`src/rtl/dma_burst_buffer_pkg.sv`:
```
// Shared AXI widths and response encodings used by the DMA burst buffer.
// The response check lives here so every consumer classifies beats the same way.
package dma_burst_buffer_pkg;

    localparam int AXI_DATA_BITS = 32;

    localparam logic [1:0] AXI_RESP_OKAY   = 2'b00;
    localparam logic [1:0] AXI_RESP_EXOKAY = 2'b01;
    localparam logic [1:0] AXI_RESP_SLVERR = 2'b10;
    localparam logic [1:0] AXI_RESP_DECERR = 2'b11;

    // Anything other than OKAY marks the transfer as suspect.
    function automatic logic resp_is_err(input logic [1:0] resp);
        return resp != AXI_RESP_OKAY;
    endfunction

endpackage

```
`src/rtl/dma_buf_mem.sv`:
```
// Beat storage for the DMA burst buffer: one synchronous write port and one
// asynchronous read port, no reset on the array.
module dma_buf_mem #(
    parameter int DEPTH = 16,
    parameter int WIDTH = 33
) (
    input  logic                     clk,
    input  logic                     we,
    input  logic [$clog2(DEPTH)-1:0] waddr,
    input  logic [WIDTH-1:0]         wdata,
    input  logic [$clog2(DEPTH)-1:0] raddr,
    output logic [WIDTH-1:0]         rdata
);

    logic [WIDTH-1:0] mem [DEPTH];

    always_ff @(posedge clk) begin
        if (we) mem[waddr] <= wdata;
    end

    assign rdata = mem[raddr];

endmodule

```
`src/rtl/dma_burst_buffer.sv`:
```
// Store-and-forward buffer between an AXI read data channel and a write data
// channel: a write burst is only offered once a complete read burst is held.
module dma_burst_buffer
    import dma_burst_buffer_pkg::*;
#(
    parameter int DEPTH  = 16,
    parameter int DATA_W = AXI_DATA_BITS
) (
    input  logic                     clk,
    input  logic                     rst,
    input  logic [DATA_W-1:0]        in_data,
    input  logic [1:0]               in_resp,
    input  logic                     in_last,
    input  logic                     in_valid,
    output logic                     in_ready,
    output logic [DATA_W-1:0]        out_data,
    output logic                     out_last,
    output logic                     out_valid,
    input  logic                     out_ready,
    input  logic                     flush,
    output logic [$clog2(DEPTH):0]   bursts,
    output logic [$clog2(DEPTH):0]   level,
    output logic                     rd_err
);

    localparam int AW = $clog2(DEPTH);
    localparam int CW = AW + 1;

    logic [AW-1:0]   wr_ptr;
    logic [AW-1:0]   rd_ptr;
    logic [DATA_W:0] rd_word;
    logic            accept;
    logic            xfer;
    logic            burst_in;
    logic            burst_out;

    // Handshakes are gated by rst so nothing is offered or taken during reset.
    assign in_ready  = rst && (level != CW'(DEPTH)) && !flush;
    assign out_valid = rst && (bursts != '0) && !flush;

    assign accept    = in_valid && in_ready;
    assign xfer      = out_valid && out_ready;
    assign burst_in  = accept && in_last;
    assign burst_out = xfer && out_last;

    dma_buf_mem #(
        .DEPTH (DEPTH),
        .WIDTH (DATA_W + 1)
    ) u_mem (
        .clk   (clk),
        .we    (accept),
        .waddr (wr_ptr),
        .wdata ({in_last, in_data}),
        .raddr (rd_ptr),
        .rdata (rd_word)
    );

    assign out_last = rd_word[DATA_W];
    assign out_data = rd_word[DATA_W-1:0];

    always_ff @(posedge clk or negedge rst) begin
        if (!rst) begin
            wr_ptr <= '0;
            rd_ptr <= '0;
            level  <= '0;
            bursts <= '0;
            rd_err <= 1'b0;
        end else if (flush) begin
            wr_ptr <= '0;
            rd_ptr <= '0;
            level  <= '0;
            bursts <= '0;
            rd_err <= 1'b0;
        end else begin
            // Pointers wrap naturally since DEPTH is a power of two.
            if (accept) wr_ptr <= wr_ptr + AW'(1);
            if (xfer)   rd_ptr <= rd_ptr + AW'(1);

            case ({accept, xfer})
                2'b10:   level <= level + CW'(1);
                2'b01:   level <= level - CW'(1);
                default: level <= level;
            endcase

            case ({burst_in, burst_out})
                2'b10:   bursts <= bursts + CW'(1);
                2'b01:   bursts <= bursts - CW'(1);
                default: bursts <= bursts;
            endcase

            if (accept && resp_is_err(in_resp)) rd_err <= 1'b1;
        end
    end

endmodule

```
`config.mk`:
```
export PLATFORM = sky130hd
export DESIGN_NAME = dma_burst_buffer
export DESIGN_NICKNAME = d
export VERILOG_FILES = /design/src/rtl/dma_burst_buffer_pkg.sv /design/src/rtl/dma_buf_mem.sv /design/src/rtl/dma_burst_buffer.sv
export SDC_FILE = /design/constraint.sdc
export NUM_CORES = 1
export LEC_CHECK = 0
export ABC_AREA = 1
export CORE_ASPECT_RATIO = 0.5
export CORE_MARGIN = 4
export CORE_UTILIZATION = 35
export CTS_BUF_LIST = sky130_fd_sc_hd__clkbuf_2 sky130_fd_sc_hd__clkbuf_4 sky130_fd_sc_hd__clkbuf_8
export DETAILED_ROUTE_END_ITERATION = 16
export GPL_TIMING_DRIVEN = 0
export HOLD_SLACK_MARGIN = 0.03
export MAX_ROUTING_LAYER = met4
export PLACE_DENSITY_LB_ADDON = 0.2
export SLEW_MARGIN = 5
export SYNTH_ARGS = -nofsm -noshare
export SYNTH_HDL_FRONTEND = slang
export SYNTH_HIERARCHICAL = 1
export SYNTH_SLANG_ARGS = --single-unit
```
`constraint.sdc`:
```
create_clock -name clk -period 2.5 [get_ports clk]
set_input_delay 0.5 -clock clk [delete_from_list [all_inputs] [get_ports clk]]
set_output_delay 0.5 -clock clk [all_outputs]
set_load 0.05 [all_outputs]
```
==> impl_results.md <==
- Status: complete, but fails checks
- Failing checks: negative setup slack
- GPL Wtd Cong: 0.799
- Sequential share of the synthesized area: 68.5%
- Clk slew on worst S/H paths: 0.06 ns
- Setup CP Type: flip-flop to flip-flop
- Net switching power: 4.28 mW
- Critical Path Start Type: flip-flop
- Die width: 377 um
- CTS H-tree depth: 3
- Largest net degree at the start of global routing: 21
- Setup WS pre-CTS: -1.78 ns
- Slew HR: 39.3%
- Most common cell in the netlist: nand2_1
- Routed len/inst: 21.5 um
- HP Class: primary input to flip-flop
- DRC viols: 0
- Ys Warns: 6
- PwrDens: 595 nW/um^2
- Final hold vios: 0
- Clock sink total: 547
- Clock Path Buffers: 3
- Worst-margin pin slew: 0.908 ns
- Synth Register Bits: 547
- Die Y: 192 um
- Critical-path top delay cell: dfrtp_2
- Slew Limit Fails: 0
- CTS tree: yes
- Clock share of power: 38.4%
- Worst path required time: 3.03 ns
- CTS root buffer: clkbuf_8
- Crit path top cell by count: nand2_1
- Gr ovfl total: 0
- VDD IR max: 0.000294 V
- CP max FO: 7
- Number of global-route vias before repair: 15800
- PnR worst setup slack: -0.469 ns
- Post-synthesis cell count: 2307
- Buffers on Ports: 85
- Post-synth EDFFs: 528
- Tmin final: 2.97 ns
- Share of flip-flops with an asynchronous set or reset: 3.47%
- Distinct cell type count after synthesis: 31
- Initial antenna violation count: 1
- Final Skew: 0.0369 ns
- GRT Total Usage: 21.2%
- CTS Buf Count: 83
- Clk Latency, worst-skew pair: 0.66 ns
- CP max stage delay: 0.50 ns
- Data arrival time of the worst path: 3.50 ns
- Fin crit share: 119%
- Synth cell count leaders: nand2_1 (736), edfxtp_1 (528), inv_1 (420), nand3_1 (409), buf_2 (73)
- Sequential power share: 55.8%
- Crit-path cells: buf_12, buf_16, buf_12, nand2_1, nand3_2, nand3_2, nand3_2, nand2_4, nand4_1, clkinv_2, nand2_8, fa_2, nand3b_1, nand2_1, xor2_1, inv_1, nand2_1, nand2_1, nand2_1, nand2_1
- Starting density of the core: 35.5%
- Final design utilization: 45.7%
- Top FF cell, synth: edfxtp_1
- Comb power frac: 5.8%
- Final WL: 75900 um
- Area grow syn2layout: 28.8%
- Avg Cell Area, Syn: 10.3 sq um
- Core area: 67100 sq um
- DR pass1 iterations: 5
- DR vias: 17300
- Setup-failing EPs final: 37
- CP endpoint kind: flip-flop
- Yosys top cell area share: 66.6%
- First-pass GRT wire length: 107000 um
- Drt first-iter violations: 1569
- I/O pins: 86
- Cell Rows: 67
- Int Pwr: 14.0 mW
- Post-synth top area cell: edfxtp_1
- Die ar.: 72600 sq um
- Max-cap violation count: 0
- DRT antenna net count: 0
- Vias per cell: 4.89
- Layout cells sized above 1: 22.1%
- RSZ-0062 raised after global routing: yes
- Post-synth design cell area: 23800 sq um
- Detailed-placement wirelength estimate: 47500 um
- Area contributors post-synth: edfxtp_1 (67%), nand2_1 (12%), nand3_1 (8.6%)
- Pleak: 13.0 nW
- Mapped Nets: 2357
- Sw Ratio: 23.4%
- Nets: 2626
- Fmax: 337 MHz
## final timing paths
path / to / cells past startpoint / slack, ns / startpoint
setup / recovery: bursts[4]$_DFFE_PN0P_ / 20 / -0.47 / rd_ptr[0]$_DFFE_PN0P_
hold / removal: rd_err$_DFFE_PN0P_ / 5 / 0.40 / rst
setup reg to reg: bursts[4]$_DFFE_PN0P_ / 20 / -0.47 / rd_ptr[0]$_DFFE_PN0P_
hold reg to reg: rd_err$_DFFE_PN0P_ / 2 / 0.49 / rd_err$_DFFE_PN0P_
max in group asynchronous: rd_ptr[2]$_DFFE_PN0P_ / 2 / 1.33 / rst
min in group asynchronous: level[4]$_DFFE_PN0P_ / 2 / 0.54 / rst
## state kept, by name, indices dropped and copies added, names as in the netlist
| signal | count |
|---|---|
| u_mem/mem | 528 |
| bursts | 5 |
| level | 5 |
| rd_ptr | 4 |
| wr_ptr | 4 |
| rd_err | 1 |
## layer usage
metal  wire [um]  GRT usage (%)  up-vias  part of all wire (%)
li1            -              -     8012                     -
met1       34600           30.2     8494                    46
met2       33400           30.7      656                    44
met3        6180           4.34      115                   8.1
met4        1800           5.87        0                   2.4
met5           0              -        -                     0
## final cells by class
cell class | count | area, sq um
sequential | 547 | 16300
fill | 6132 | 36500
inverter | 425 | 1620
clock buffer | 107 | 1340
clock inverter | 38 | 170
tap | 897 | 1120
buffer | 104 | 1320
multi-input combinational | 1227 | 6370
antenna | 1 | 2.50
timing repair buffer | 188 | 2410
## what timing repair did
item,in CTS,in global routing
pin swaps,10,119
endpoints found under the setup margin,571,377
hold buffers,1,0
cloned,2,4
endpoints found under the hold margin,19,0
gates resized for setup,460,276
buffers inserted,22,64
## cells in the final DEF (no fill, tap or decap), drive strengths merged, types with 2 or more instances in the layout
| master | Yosys | routed |
|---|---|---|
| a21oi | 7 | 7 |
| buf | 97 | 223 |
| clkbuf | 12 | 125 |
| clkdlybuf4s50 | 0 | 44 |
| clkinv | 2 | 37 |
| clkinvlp | 0 | 4 |
| dfrtp | 19 | 19 |
| dlymetal6s2s | 0 | 5 |
| edfxtp | 528 | 528 |
| fa | 2 | 2 |
| ha | 8 | 8 |
| inv | 423 | 422 |
| nand2 | 740 | 740 |
| nand3 | 411 | 411 |
| nand3b | 4 | 4 |
| nand4 | 7 | 7 |
| nor2 | 28 | 29 |
| o21ai | 10 | 10 |
| xnor2 | 3 | 3 |
| xor2 | 3 | 3 |
## kinds of logic (layout without fill, tap and decap cells)
group,count (synthesis),count (layout),synth area share (%)
simple gates,1191,1192,21.2
flops,547,547,68.5
buf+inv,534,862,8.94
compound gates,19,19,0.462
fa+ha+maj,10,10,0.588
xor+xnor,6,6,0.221
other cells,0,1,0
## power groups by stage
stage | sequential, mW | clock [mW] | combinational (mW)
floorplan | 10.4 | 0 | 0.418
global placement | 10.4 | 0 | 0.842
detailed placement | 10.4 | 0 | 0.890
CTS | 10.2 | 7.12 | 0.965
global route | 10.2 | 7.61 | 1.13
finish | 10.2 | 7.00 | 1.06
## through the flow
stage / cell area [sq um] / hold WS [ns] / total power [mW] / cells / setup TNS [ns]
2_1_floorplan: 24000 / 0.204 / 10.8 / 2307 / -73.52
3_3_place_gp: 26000 / 0.489 / 11.2 / 3289 / -1384.89
3_5_place_dp: 26400 / 0.486 / 11.3 / 3305 / -852.01
4_1_cts: 28800 / 0.360 / 18.3 / 3475 / -27.14
5_1_grt: 30700 / 0.422 / 18.9 / 3534 / -17.49
6_report: 30700 / 0.399 / 18.2 / 3534 / -13.54
## critical path, delay by kind of cell, from the launching register on
kind	cells	cell delay, ns
and+or+nand+nor	13	1.13
xor gates and xnor gates	1	0.19
DFF	1	0.50
buffers and inverters	5	0.67
adders and majority gates	1	0.37
No activity file was read; power rests on OpenSTA's default activity.
